$ cat src/rtl/inst_fetch.sv
// RV32 instruction fetch stage: owns the PC, issues word reads and holds one
// fetched instruction for decode, dropping wrong-path data after redirects.
module inst_fetch #(
    parameter int unsigned    XLEN     = 32,
    parameter logic [XLEN-1:0] RESET_PC = 32'h8000_0000
) (
    input  logic            clk,
    input  logic            rst_n,
    output logic            mem_req_valid,
    input  logic            mem_req_ready,
    output logic [XLEN-1:0] mem_req_addr,
    input  logic            mem_resp_valid,
    input  logic [XLEN-1:0] mem_resp_data,
    input  logic            mem_resp_err,
    input  logic            redirect_valid,
    input  logic [XLEN-1:0] redirect_pc,
    output logic            out_valid,
    input  logic            out_ready,
    output logic [XLEN-1:0] out_pc,
    output logic [XLEN-1:0] out_inst,
    output logic [1:0]      out_fault
);

    localparam logic [XLEN-1:0] NOP_INST  = XLEN'(32'h0000_0013);
    localparam logic [XLEN-1:0] PC_STEP   = XLEN'(4);
    localparam logic [1:0]      FAULT_NONE = 2'b00;
    localparam logic [1:0]      FAULT_MIS  = 2'b10;

    typedef enum logic [1:0] {
        S_BOOT,
        S_REQ,
        S_WAIT,
        S_HOLD
    } state_t;

    state_t          state, state_n;
    logic [XLEN-1:0] pc, pc_n;
    logic            drop, drop_n;
    logic [XLEN-1:0] out_pc_n, out_inst_n;
    logic [1:0]      out_fault_n;
    logic            misaligned_c;
    logic            accepted_c;

    assign mem_req_addr = pc;
    assign misaligned_c = (redirect_pc[1:0] != 2'b00);
    assign accepted_c   = mem_req_valid & mem_req_ready;

    always_ff @(posedge clk or negedge rst_n) begin
        if (!rst_n) begin
            state         <= S_BOOT;
            pc            <= RESET_PC;
            drop          <= 1'b0;
            mem_req_valid <= 1'b0;
            out_valid     <= 1'b0;
            out_pc        <= '0;
            out_inst      <= '0;
            out_fault     <= FAULT_NONE;
        end else begin
            state         <= state_n;
            pc            <= pc_n;
            drop          <= drop_n;
            mem_req_valid <= (state_n == S_REQ);
            out_valid     <= (state_n == S_HOLD);
            out_pc        <= out_pc_n;
            out_inst      <= out_inst_n;
            out_fault     <= out_fault_n;
        end
    end

    // Redirects win over every other event except in BOOT; a misaligned target
    // never reaches memory and is reported through the output buffer instead.
    always_comb begin
        state_n     = state;
        pc_n        = pc;
        drop_n      = drop;
        out_pc_n    = out_pc;
        out_inst_n  = out_inst;
        out_fault_n = out_fault;

        if (state != S_BOOT && redirect_valid) begin
            pc_n = redirect_pc;
            if (misaligned_c) begin
                state_n     = S_HOLD;
                drop_n      = 1'b0;
                out_pc_n    = redirect_pc;
                out_inst_n  = NOP_INST;
                out_fault_n = FAULT_MIS;
            end else begin
                case (state)
                    S_REQ: begin
                        if (accepted_c) begin
                            state_n = S_WAIT;
                            drop_n  = 1'b1;
                        end
                    end
                    S_WAIT: begin
                        if (mem_resp_valid) begin
                            state_n = S_REQ;
                            drop_n  = 1'b0;
                        end else begin
                            drop_n = 1'b1;
                        end
                    end
                    S_HOLD:  state_n = S_REQ;
                    default: state_n = state;
                endcase
            end
        end else begin
            case (state)
                S_BOOT: state_n = S_REQ;
                S_REQ: begin
                    if (accepted_c) state_n = S_WAIT;
                end
                S_WAIT: begin
                    if (mem_resp_valid) begin
                        if (drop) begin
                            drop_n  = 1'b0;
                            state_n = S_REQ;
                        end else begin
                            out_pc_n    = pc;
                            out_inst_n  = mem_resp_data;
                            out_fault_n = {1'b0, mem_resp_err};
                            state_n     = S_HOLD;
                        end
                    end
                end
                S_HOLD: begin
                    if (out_valid && out_ready) begin
                        pc_n    = pc + PC_STEP;
                        state_n = S_REQ;
                    end
                end
                default: state_n = S_BOOT;
            endcase
        end
    end

endmodule

$ cat config.mk
export PLATFORM = sky130hd
export DESIGN_NAME = inst_fetch
export DESIGN_NICKNAME = d
export VERILOG_FILES = /design/src/rtl/inst_fetch.sv
export SDC_FILE = /design/constraint.sdc
export NUM_CORES = 1
export LEC_CHECK = 0
export CORE_ASPECT_RATIO = 0.6
export CORE_MARGIN = 4
export CORE_UTILIZATION = 40
export CTS_CLUSTER_DIAMETER = 100
export DETAILED_ROUTE_END_ITERATION = 10
export PLACE_DENSITY = 0.69
export SETUP_SLACK_MARGIN = 0.2
export SKIP_LAST_GASP = 1
export SYNTH_ARGS = -nofsm -noshare
export SYNTH_HDL_FRONTEND = slang
export SYNTH_SLANG_ARGS = --single-unit
$ cat constraint.sdc
create_clock -name clk -period 2 [get_ports clk]
set_input_delay 0.5 -clock clk [delete_from_list [all_inputs] [get_ports clk]]
set_output_delay 0.5 -clock clk [all_outputs]
set_load 0.005 [all_outputs]
Yosys cells after proc, flatten, opt, wreduce, memory -nomap -nowiden
Cells that the tools add are included.
{ "word_totals": {"ff_bits": 103, "word_cells": 65} }
{ "op_classes": {"add_sub_neg": 1, "n_eq_ne": 8, "muxes": 34, "bitwise_logic": 1, "reduce_logical": 13} }
{ "ops": {"columns": ["op", "count"], "rows": [
  ["2-to-1 mux 32 bit", 13],
  ["adder 32 x 3 -> 32 bit (second input constant)", 1],
  ["2-to-1 mux 2 bit", 12],
  ["nonzero test 2 bit", 6],
  ["one-hot mux 2 bit (4 select lines)", 1],
  ["AND reduction 4 bit", 2],
  ["equality test 2 bit (second input constant)", 3],
  ["2-to-1 mux 1 bit", 6],
  ["one-hot mux 2 bit (3 select lines)", 1],
  ["equality test 2 x 1 -> 1 bit (second input constant)", 2],
  ["inequality test 4 bit (second input constant)", 1],
  ["nonzero test 3 bit", 1],
  ["logical AND 1 bit", 2],
  ["zero test 2 bit", 1],
  ["inequality test 2 x 1 -> 1 bit (second input constant)", 1],
  ["inequality test 2 bit (second input constant)", 1],
  ["one-hot mux 1 bit (2 select lines)", 1],
  ["AND reduction 2 bit", 1],
  ["bitwise AND 1 bit", 1]
]} }

Depth between registers and ports, before layout
Gate-level depths: netlist of the first run.
{ "logic_depth": {"ltp_word": 6, "ltp_mapped": 8, "depth_no_buf": 6} }

Least setup slack after synthesis of the first run
Ideal clock, no wire load.
{ "synth_path": {"path_type": "input to register", "startpoint": "in redirect_valid", "endpoint": "reg out_pc[1]", "setup_ns": 0.127, "t_arrival_ns": 1.594, "required_ns": 1.873, "slack_ns": 0.279, "stages": 4, "path_buffers": 1, "path_cell_list": "or4_4 o21ai_4 buf_6 mux2_1"} }
{ "synth_between": {"elab_chain_cells": 3, "word_cells_on_any_way": 7, "cone_classes": "2 x eq/ne; 1 x mux; 4 x reduce/logical"} }
{ "synth_rtl": {"columns": ["element", "line_no", "rtl"], "rows": [
  ["start: declaration", "15", "input logic redirect_valid,"],
  ["logical AND 1 bit *", "80", "if (state != S_BOOT && redirect_valid) begin"],
  ["inequality test 2 bit (no source line) (tied with other cells)", null, null],
  ["AND reduction 4 bit (no source line)", null, null],
  ["end signal: assignment", "64", "out_pc <= out_pc_n;"],
  ["end: declaration", "19", "output logic [XLEN-1:0] out_pc,"]
]} }
Every way passes the cells marked *; elsewhere a longest branch is shown, timed or not.
A chain may end at the register's enable or synchronous reset.

Worst setup path in the final report of the first run
{ "layout_path": {"startpoint": "reg state[0]", "endpoint": "reg out_pc[1]"} }
{ "layout_between": {"elab_chain_cells": 4, "word_cells_on_any_way": 9, "cone_classes": "3 x eq/ne; 1 x mux; 5 x reduce/logical"} }
{ "layout_rtl": {"columns": ["element", "line_no", "rtl"], "rows": [
  ["start: declaration", "36", "state_t state, state_n;"],
  ["start signal: assignment", "59", "state <= state_n;"],
  ["nonzero test 2 bit", "80", null],
  ["logical AND 1 bit", "80", null],
  ["inequality test 2 bit (no source line) (tied with other cells)", null, null],
  ["AND reduction 4 bit (no source line)", null, null]
]} }
Several ways; a longest one is shown, not always the timed one.

==> results of run 1 <==
[flip-flops by register name (all words and copies together) (netlist names)]
register	cells
mem_req_addr	32
out_inst	32
out_pc	32
out_fault	2
state	2
drop	1
mem_req_valid	1
out_valid	1
[placed cells by master, fill, tap and decap left out, drive strengths merged, types with 4 or more instances in the layout]
| cell | synthesis | final |
|---|---|---|
| nor3 | 6 | 6 |
| nor2 | 42 | 42 |
| clkbuf | 12 | 10 |
| inv | 3 | 4 |
| xor2 | 20 | 20 |
| clkdlybuf4s50 | 0 | 161 |
| buf | 19 | 85 |
| nor4 | 5 | 5 |
| a31oi | 29 | 29 |
| dlygate4sd2 | 0 | 4 |
| nand4 | 14 | 14 |
| a21oi | 7 | 7 |
| xnor2 | 7 | 7 |
| nand2 | 141 | 141 |
| dfrtp | 102 | 102 |
| nand3 | 41 | 41 |
| o21ai | 36 | 36 |
[final cells by class]
class / count / share of cell area
clock buffer: 9 / 0.0293
clock inverter: 7 / 0.0108
inverter: 3 / 0.00147
multi-input combinational: 373 / 0.263
sequential: 103 / 0.338
tap: 160 / 0.0261
timing repair buffer: 255 / 0.331
[per-layer routing]
metal	track usage	vias up	routed length, microns
li1	-	2214	-
met1	0.323	2246	7160
met2	0.339	199	7130
met3	0.0645	22	1280
met4	0.0594	0	278
met5	0	-	0
[Yosys cell counts, types with 2 or more instances]
master    number
buf_2          8
nor3_1         4
a21oi_1        7
and4_1         2
nand2_1      141
nand3_1       41
xor2_1        20
nor3_4         2
and3_1         3
o21ai_1        6
nand4_1       12
inv_1          3
mux2i_1        3
nor4_4         2
nand4_4        2
buf_4          6
o21ai_0       28
xnor2_1        7
dfrtp_1      102
a31oi_1       29
buf_6          4
clkbuf_1      12
nand3b_1       3
mux2_2         2
nor2_1        42
nor4_1         2
nor2b_1        2
[cells by family after synthesis]
group,synth area share
fa+ha+maj,0.00263
compound gates,0.0931
simple gates,0.259
xor+xnor,0.0497
buf+inv,0.0400
flops,0.542
mux,0.0134
[what timing repair did]
action	CTS	global route
cloned	3	1
setup endpoints to repair	109	89
setup buffers	39	9
pin swaps	6	5
resized for setup	23	16
[report_power, final]
part	internal, uW	leakage, uW	total (uW)	switching (uW)
clock	986	0.000144	1800	818
combinational	1030	0.00200	1780	750
sequential	2370	0.00123	2560	189
total	4390	0.00338	6140	1760
[metrics by stage]
stage               hold WS, ns   util  std cells  setup TNS [ns]
global placement          0.448  0.597        842          -14.62
detailed placement        0.455  0.597        842          -18.33
global route              0.126  0.671        910               0
finish                    0.103  0.671        910               0
floorplan                 0.204      -        510               0
CTS                       0.113  0.659        900               0
[path summary, 6_finish.rpt]
kind                                           endpoint  slack [ns]                    start
max                               out_pc[1]$_DFFE_PN0P_        0.21       state[0]$_DFF_PN0_
min                            out_inst[18]$_DFFE_PN0P_        0.10                    rst_n
max reg2reg                       out_pc[1]$_DFFE_PN0P_        0.21       state[0]$_DFF_PN0_
min reg2reg                     out_inst[5]$_DFFE_PN0P_        0.47  out_inst[5]$_DFFE_PN0P_
max in group asynchronous  mem_req_addr[31]$_DFFE_PN1P_        1.27                    rst_n
min in group clk                out_inst[5]$_DFFE_PN0P_        0.47  out_inst[5]$_DFFE_PN0P_
[critical path, stage by stage (launching register included)]
cell	delay (ns)
dfrtp_2	0.44
or4_4	0.57
o21ai_4	0.10
buf_6	0.15
buf_4	0.11
mux2_1	0.30
==> out/metrics.yaml, run 1 <==
report.final.setup_viol: 0
drt_iter0_markers: 330
crit_path_end_kind: "flip-flop"
number_of_global_route_vias_before_repair: 4546
route.antenna.remaining_nets: 0
die-area_sq_um: 13800
chipHeight_microns: 92.5
die_x_microns: 149
synth.yosys.seq_area_share: 0.542
postSynthNetCount: 582
filler_cell_count: 915
synthDistinctLibCells: 42
fp-row-count: 30
flow.area_growth_from_synthesis_pct: 61.4
power_per_cell_area_nw_per_um2: 800
drt-vias-per-instance: 5.14
core-area_sq_um: 11400
cts.sink_count: 103
postSynthRegisterBits: 103
post_synth_main_area_contributors: "dfrtp_1 54%, nand2_1 11%, nand3_1 4.3%"
synth-edff-count: 0
power.total_uw: 6140
cts.clk_slew.worst_paths_ns: 0.07
layout-drive-gt1-share: 0.179
max-vdd-ir-drop_mv: 0.615
clk_latency_ns: 0.34
worst-setup-path-type: "reg2reg"
layout_setup_ws_ns: 0.207
detail_route.first_pass.iterations: 5
status: "finished, final reports clean"
gp_congestion: 0.793
worst_slew_pin_slew_ns: 0.473
postPlaceCellArea_sq_um: 6840
critical_path_arrival_ns: 2.02
asyncSetResetFlopFracSynth: 1.00
design.final.nets: 817
timing.max_slew.rel_slack: 0.684
grt_max_degree: 40
synth_top_area_cell: "dfrtp_1"
grt_pass1_wl_microns: 24700
synthesis.area_sq_um: 4760
synth_area_per_cell_sq_um: 9.33
synthesis.yosys.warnings: 0
drv_cap: 0
post_drt_wl_per_cell_microns: 17.4
sequential_cell_area_sq_um: 2590
detail_route.wirelength_microns: 15900
drc_errors: 0
grtUsageTotal: 0.226
worst_hold_path_type: "in2async"
cts_tree: "done"
initial_antenna_violation_count: 0
crit_fanout: 4
hold_viol_final: 0
worst_clock_skew_ns: 0.00739
reg2reg_depth: 5
timing.final.crit_period_ns: 1.79
maxClockFrequency_ghz: 0.558
power.static_leakage_uw: 0.00338
worst-endpoint-required_ns: 2.23
number_of_cts_inserted_buffers: 9
pre_cts_ws_ns: -0.270
antenna_cells_inserted: 0
floorplan.initialDensity: 0.416
postSynthCellCount: 510
port_buffers: 170
routed-via-count: 4681
final-max-slew-violation-count: 0
clock_path_buffers: 2
holdBufCountCts: 0
dp_hpwl_microns: 10400
synth_top_flop_cell: "dfrtp_1"
htreeDepth: 3
grt.overflow.total: 0
ios: 171
yosys.area.top_type_share: 0.536
unrepaired_setup_endpoints_after_global_routing: "yes"
start_kind: "flip-flop"
postLayoutCellArea_sq_um: 7680
combined_area_of_the_multi_input_logic_cells_sq_um: 2020
cts_root_buf: "clkbuf_16"
final_period_utilization: 0.896
No activity file was read; power rests on OpenSTA's default activity.
==> run 2: changes to the inputs <==
--- a/config.mk
+++ b/config.mk
@@ -7,12 +7,11 @@
 export LEC_CHECK = 0
 export CORE_ASPECT_RATIO = 0.6
 export CORE_MARGIN = 4
-export CORE_UTILIZATION = 40
+export CORE_UTILIZATION = 45
 export CTS_CLUSTER_DIAMETER = 100
 export DETAILED_ROUTE_END_ITERATION = 10
-export PLACE_DENSITY = 0.69
+export PLACE_DENSITY = 0.76
 export SETUP_SLACK_MARGIN = 0.2
-export SKIP_LAST_GASP = 1
 export SYNTH_ARGS = -nofsm -noshare
 export SYNTH_HDL_FRONTEND = slang
 export SYNTH_SLANG_ARGS = --single-unit
==> run 2 against run 1 <==
Effect of this change:
- register-to-register slack worse by 0.02 ns
- die area is 10% lower
- sequential power is essentially flat
- final area rose by 1.7%
- non-clock buffer count increased by 3
- combinational power is 2% higher
- count of clock-buffer cells in the layout up 2
- critical endpoint is now out_pc[15]
- highest routed layer unchanged
==> out/metrics.yaml, run 2 (synthesis gave the netlist of run 1 again) <==
detail_route.first_pass.iterations: 5  # unchanged
flow.area_growth_from_synthesis_pct: 64.1
layout-drive-gt1-share: 0.201  # +0.0219
report.final.setup_viol: 0  # unchanged
worst_hold_path_type: "in2async"
final_period_utilization: 0.913  # +0.0168
grt_max_degree: 38  # -5.0%
timing.hold.ws_ns: 0.110  # +0.00668 ns
final-max-slew-violation-count: 0  # unchanged
power.static_leakage_uw: 0.00346  # +2.4%
post_drt_wl_per_cell_microns: 18.1  # +4.1%
power_per_cell_area_nw_per_um2: 788  # -1.5%
die_x_microns: 141  # -5.4%
critical_path.slowest_cell: "clkdlybuf4s50_1"
die-area_sq_um: 12300  # -10%
timing.final.crit_period_ns: 1.83  # +0.0337 ns
routed-via-count: 4756  # +1.6%
initial_antenna_violation_count: 0  # unchanged
grt_pass1_wl_microns: 24300  # -1.4%
grt.overflow.total: 0  # unchanged
clk_latency_ns: 0.35  # about the same
timing.max_slew.rel_slack: 0.669  # -0.0152
drt-vias-per-instance: 5.36  # +4.1%
maxClockFrequency_ghz: 0.547  # -1.8%
dp_hpwl_microns: 10500  # +1.0%
worst_clock_skew_ns: 0.00591  # -0.00148 ns
cts_root_buf: "clkbuf_16"
hold_viol_final: 0  # unchanged
ios: 171  # unchanged
number_of_cts_inserted_buffers: 9  # unchanged
power.total_uw: 6160  # +0.22%
worst-endpoint-required_ns: 1.50  # -0.73 ns
clock_path_buffers: 2  # unchanged
drt_iter0_markers: 230  # -30%
core-area_sq_um: 10100  # -12%
finalCoreUtilization: 0.774  # +0.103
drv_cap: 0  # unchanged
crit_path_end_kind: "primary output"
unrepaired_setup_endpoints_after_global_routing: "yes"
final_cell_mix: "154 x clkdlybuf4s50_1, 140 x nand2_1, 88 x dfrtp_1, 63 x buf_4, 40 x nand3_1"
port_buffers: 170  # unchanged
design.final.nets: 820  # +0.37%
number_of_global_route_vias_before_repair: 4708  # +3.6%
detail_route.wirelength_microns: 16100  # +1.6%
status: "finished, final reports clean"
chipHeight_microns: 87.7  # -5.2%
cts_tree: "done"
worst-setup-path-type: "reg2out"
gp_congestion: 0.829  # +4.5%
final_common_cell: "clkdlybuf4s50_1"
timing.critical_path.slowest_cell_delay_ns: 0.56  # about the same
critPathTopFamily: "buffers and inverters"
worst_slew_pin_slew_ns: 0.496  # +0.0229 ns
max-vdd-ir-drop_mv: 0.649  # +5.4%
cts.clk_slew.worst_paths_ns: 0.07  # about the same
route.antenna.remaining_nets: 0  # unchanged
fp-row-count: 28  # -6.7%
floorplan.initialDensity: 0.472  # +0.0560
critical_path_arrival_ns: 1.33  # -0.69 ns
htreeDepth: 3  # unchanged
antenna_cells_inserted: 0  # unchanged
crit_fanout: 2  # -2
start_kind: "flip-flop"
grtUsageTotal: 0.250  # +0.0234
drc_errors: 0  # unchanged
cp_num_buf_inv: 1  # -1
cts.sink_count: 103  # unchanged
cp_cell_sequence: "clkdlybuf4s50_1"
run 2: cell types whose count changed in the layout (fill, tap and decap cells not counted), moves of 4 or more:
cell | previous run | this run
buf_6 | 5 | 9
clkdlybuf4s50_1 | 161 | 154
dlygate4sd2_1 | 4 | 11
nor2_4 | 0 | 6
buf_4 | 68 | 63
nor2_1 | 41 | 32
run 2: cell type report:
type	instances	area, sq um
clock buffer	11	233
timing repair buffer	258	2630
sequential	103	2600
tap	135	169
fill	639	2280
clock inverter	5	58.8
multi-input combinational	373	2110
inverter	3	11.3
run 2: what timing repair did:
action / 4_1_cts / 5_1_grt
setup buffers: 37 / 9
gates cloned: 2 / 3
pin swaps: 8 / 7
endpoints found under the setup margin: 116 / 79
resized for setup: 33 / 34
hold buffers: 0 / 0
run 2: path summary, 6_finish.rpt:
kind | startpoint | end | slack, ns | cells past startpoint
hold reg to reg | out_inst[17]$_DFFE_PN0P_ | out_inst[17]$_DFFE_PN0P_ | 0.47 | 2
setup / recovery | out_pc[15]$_DFFE_PN0P_ | out_pc[15] | 0.17 | 1
setup reg to reg | state[0]$_DFF_PN0_ | out_pc[14]$_DFFE_PN0P_ | 0.19 | 6
min in group clk | out_inst[17]$_DFFE_PN0P_ | out_inst[17]$_DFFE_PN0P_ | 0.47 | 2
hold / removal | rst_n | out_pc[26]$_DFFE_PN0P_ | 0.11 | 1
max in group asynchronous | rst_n | mem_req_addr[31]$_DFFE_PN1P_ | 1.25 | 2
run 2: through the flow:
step	instances	setup TNS (ns)	instance area (sq um)	setup WS, ns
final	888	0	7810	0.173
after CTS	876	0	7530	0.203
after global routing	888	0	7810	0.127
after global placement	821	-15.73	6850	-0.226
after floorplan	510	0	4760	0.279
after detailed placement	821	-21.80	6850	-0.332
run 2: report_power, final:
| group | internal [uW] | switching, uW | total (uW) |
|---|---|---|---|
| combinational | 1050 | 766 | 1820 |
| sequential | 2380 | 214 | 2590 |
| clock | 972 | 777 | 1750 |
run 2: metal layers:
layer	global-route usage	up-vias	share of wire
li1	-	2217	-
met1	0.333	2305	0.42
met2	0.407	207	0.47
met3	0.0676	27	0.093
met4	0.0712	0	0.017
met5	0	-	0
==> run 3: changes to the inputs <==
--- a/config.mk
+++ b/config.mk
@@ -10,7 +10,7 @@
 export CORE_UTILIZATION = 45
 export CTS_CLUSTER_DIAMETER = 100
 export DETAILED_ROUTE_END_ITERATION = 10
-export PLACE_DENSITY = 0.76
+export PLACE_DENSITY = 0.83
 export SETUP_SLACK_MARGIN = 0.2
 export SYNTH_ARGS = -nofsm -noshare
 export SYNTH_HDL_FRONTEND = slang
==> constraint.sdc (replaced) <==
create_clock -name clk -period 1.9 [get_ports clk]
set_input_delay 0.475 -clock clk [delete_from_list [all_inputs] [get_ports clk]]
set_output_delay 0.475 -clock clk [all_outputs]
set_load 0.005 [all_outputs]
==> run 3 against run 2 <==
Effect of this change:
- clock power grew 19%
- count of clock-buffer cells in the layout grew 1
- critical path depth grew 8
- setup slack lost 0.17 ns
- power grew 16%
- largest cell class unchanged
==> out/metrics.yaml, run 3 (synthesis gave the netlist of run 1 again) <==
die-area_sq_um: 12300  # unchanged
power.net_switching_uw: 2140  # +22%
cts.sink_count: 103  # unchanged
critical_path.slowest_cell: "dfrtp_1"
port_buffers: 170  # unchanged
number_of_cts_inserted_buffers: 9  # unchanged
power.static_leakage_uw: 0.00452  # +30%
final_cell_mix: "111 x nand2_1, 90 x buf_4, 87 x dfrtp_1, 71 x clkdlybuf4s50_1, 49 x dlymetal6s2s_1"
dp_hpwl_microns: 10100  # -4.0%
floorplan.initialDensity: 0.472  # unchanged
groute.layer.met3.usage: 0.0851  # +0.0175
critical_path_arrival_ns: 2.15  # +0.82 ns
final_common_cell: "nand2_1"
maxClockFrequency_ghz: 0.529
grt_pass1_wl_microns: 27000  # +11%
cp_cell_sequence: "buf_6 > nand4_1 > buf_4 > nor3_4 > buf_6 > buf_6 > nand3_2 > xor2_1 > a21oi_1"
crit_fanout: 7  # +5
layout-drive-gt1-share: 0.311  # +0.110
filler_cell_count: 466  # -27%
final-max-slew-violation-count: 0  # unchanged
post_drt_wl_per_cell_microns: 22.4  # +23%
core-area_sq_um: 10100  # unchanged
power_per_cell_area_nw_per_um2: 809  # +2.6%
number_of_global_route_vias_before_repair: 5110  # +8.5%
grt.overflow.total: 0  # unchanged
htreeDepth: 3  # unchanged
cts_tree: "done"
cp_common_cell: "buf_6"
final_period_utilization: 0.996
worst_slew_pin_slew_ns: 0.574  # +0.0781 ns
cp_num_buf_inv: 4  # +3
crit_path_end_kind: "flip-flop"
critPathTopFamily: "buffers and inverters"
report.final.setup_viol: 0  # unchanged
postLayoutCellArea_sq_um: 8830  # +13%
reg2reg_depth: 9  # +3
rr_endpoint: "mem_req_addr[17]$_DFFE_PN0P_"
initial_antenna_violation_count: 0  # unchanged
regToRegStartpoint: "mem_req_addr[2]$_DFFE_PN0P_"
ios: 171  # unchanged
grtUsageTotal: 0.280  # +0.0307
timing.final.crit_period_ns: 1.89
worst-setup-path-type: "reg2reg"
sequentialPowerShare: 0.383  # -0.038
use_met2: 0.463  # +0.0560
worst-endpoint-required_ns: 2.16  # +0.66 ns
antenna_cells_inserted: 0  # unchanged
drt_iter0_markers: 432  # +88%
hold_viol_final: 0  # unchanged
unrepaired_setup_endpoints_after_global_routing: "yes"
status: "finished, final reports clean"
cts_root_buf: "clkbuf_16"
timing.max_slew.rel_slack: 0.617  # -0.0521
worst_clock_skew_ns: 0.00872  # +0.00281 ns
postPlaceCellArea_sq_um: 6860  # +0.11%
design.final.nets: 872  # +6.3%
drt-vias-per-instance: 5.83  # +8.8%
finalCoreUtilization: 0.875  # +0.101
clock_path_buffers: 2  # unchanged
timing.critical_path.slowest_cell_delay_ns: 0.42  # -0.14 ns
die_x_microns: 141  # unchanged
routed-via-count: 5478  # +15%
met1_usage: 0.367  # +0.0336
regToRegSetupSlack_ns: 0.008  # -0.18 ns
grt_max_degree: 104  # +170%
flow.area_growth_from_synthesis_pct: 85.5
grt_most_used_layer: "met2"
timing.hold.ws_ns: 0.162  # +0.0516 ns
holdBufCountCts: 0  # unchanged
clk_latency_ns: 0.36  # about the same
route.antenna.remaining_nets: 0  # unchanged
cts.clk_slew.worst_paths_ns: 0.07  # about the same
detail_route.wirelength_microns: 21000  # +31%
max-vdd-ir-drop_mv: 0.646  # -0.49%
start_kind: "flip-flop"
share_comb_of_total_power: 0.326  # +0.031
detail_route.first_pass.iterations: 6  # +1
worst_hold_path_type: "in2async"
power.total_uw: 7140  # +16%
drv_cap: 0  # unchanged
gp_congestion: 0.856  # +3.3%
clockPowerShare: 0.291  # +0.007
cellInternalPower_uw: 5000  # +14%
fp-row-count: 28  # unchanged
sw_frac_of_total: 0.299  # +0.0141
chipHeight_microns: 87.7  # unchanged
drc_errors: 0  # unchanged
[run 3: cell count changes in the layout (fill, tap and decap cells not counted), sizes merged, moves of 2 or more]
cell           delta
buf              +51
dlygate4sd2      +34
clkinv            -2
clkdlybuf4s15     +2
clkbuf            +5
dlymetal6s2s     +45
clkdlybuf4s50    -83
[run 3: repair_timing]
action / CTS / global route
cloned: 10 / 5
setup endpoints to repair: 143 / 138
buffers inserted: 50 / 37
pin swaps: 12 / 37
resized for setup: 96 / 158
[run 3: worst max-delay path by stage]
stage                                            from                           end  slack (ns)  cells after the start
after floorplan                        redirect_valid         out_pc[1]$_DFFE_PN0P_        0.20                      4
after global placement                      out_ready  mem_req_addr[31]$_DFFE_PN1P_       -0.28                      6
after detailed placement               mem_resp_valid        out_pc[17]$_DFFE_PN0P_       -0.35                      7
after CTS                          state[0]$_DFF_PN0_        out_pc[22]$_DFFE_PN0P_        0.11                      5
after global routing               state[1]$_DFF_PN0_      out_inst[16]$_DFFE_PN0P_       -0.02                      8
final                     mem_req_addr[2]$_DFFE_PN0P_  mem_req_addr[17]$_DFFE_PN0P_       0.008                      9
[run 3: per-layer routing]
metal | vias up | share of wire
li1 | 2329 | -
met1 | 2691 | 0.39
met2 | 394 | 0.48
met3 | 64 | 0.10
met4 | 0 | 0.028
met5 | - | 0
[run 3: final cells by class]
cell class	instances	area [sq um]	share of cell area
sequential	103	2600	0.294
timing repair buffer	310	3340	0.379
tap	135	169	0.0191
clock buffer	12	256	0.0291
clock inverter	4	76.3	0.00865
inverter	3	11.3	0.00128
multi-input combinational	373	2370	0.269
[run 3: metrics by stage]
| stage | worst slack, ns | std cells | TNS (ns) |
|---|---|---|---|
| 6_report | 0.00789 | 940 | 0 |
| 5_1_grt | -0.0246 | 940 | -0.0660 |
| 4_1_cts | 0.106 | 898 | 0 |
| 3_5_place_dp | -0.351 | 822 | -25.79 |
| 3_3_place_gp | -0.280 | 822 | -21.02 |
| 2_1_floorplan | 0.204 | 510 | 0 |
[run 3: worst register-to-register path, delay by kind of cell, from the launching register on]
family,cells,cell delay (ns)
AOI/OAI and AO/OA,1,0.17
xor gates and xnor gates,1,0.17
buffers and inverters,4,0.63
DFF,1,0.42
and+or+nand+nor,3,0.40
[run 3: power groups by stage]
stage / logic (uW) / clock network [uW] / registers [uW]
after floorplan: 531 / 0 / 2770
after global placement: 1550 / 0 / 2770
after detailed placement: 1600 / 0 / 2780
after CTS: 1920 / 2060 / 2690
after global routing: 2460 / 2170 / 2760
final: 2330 / 2080 / 2740
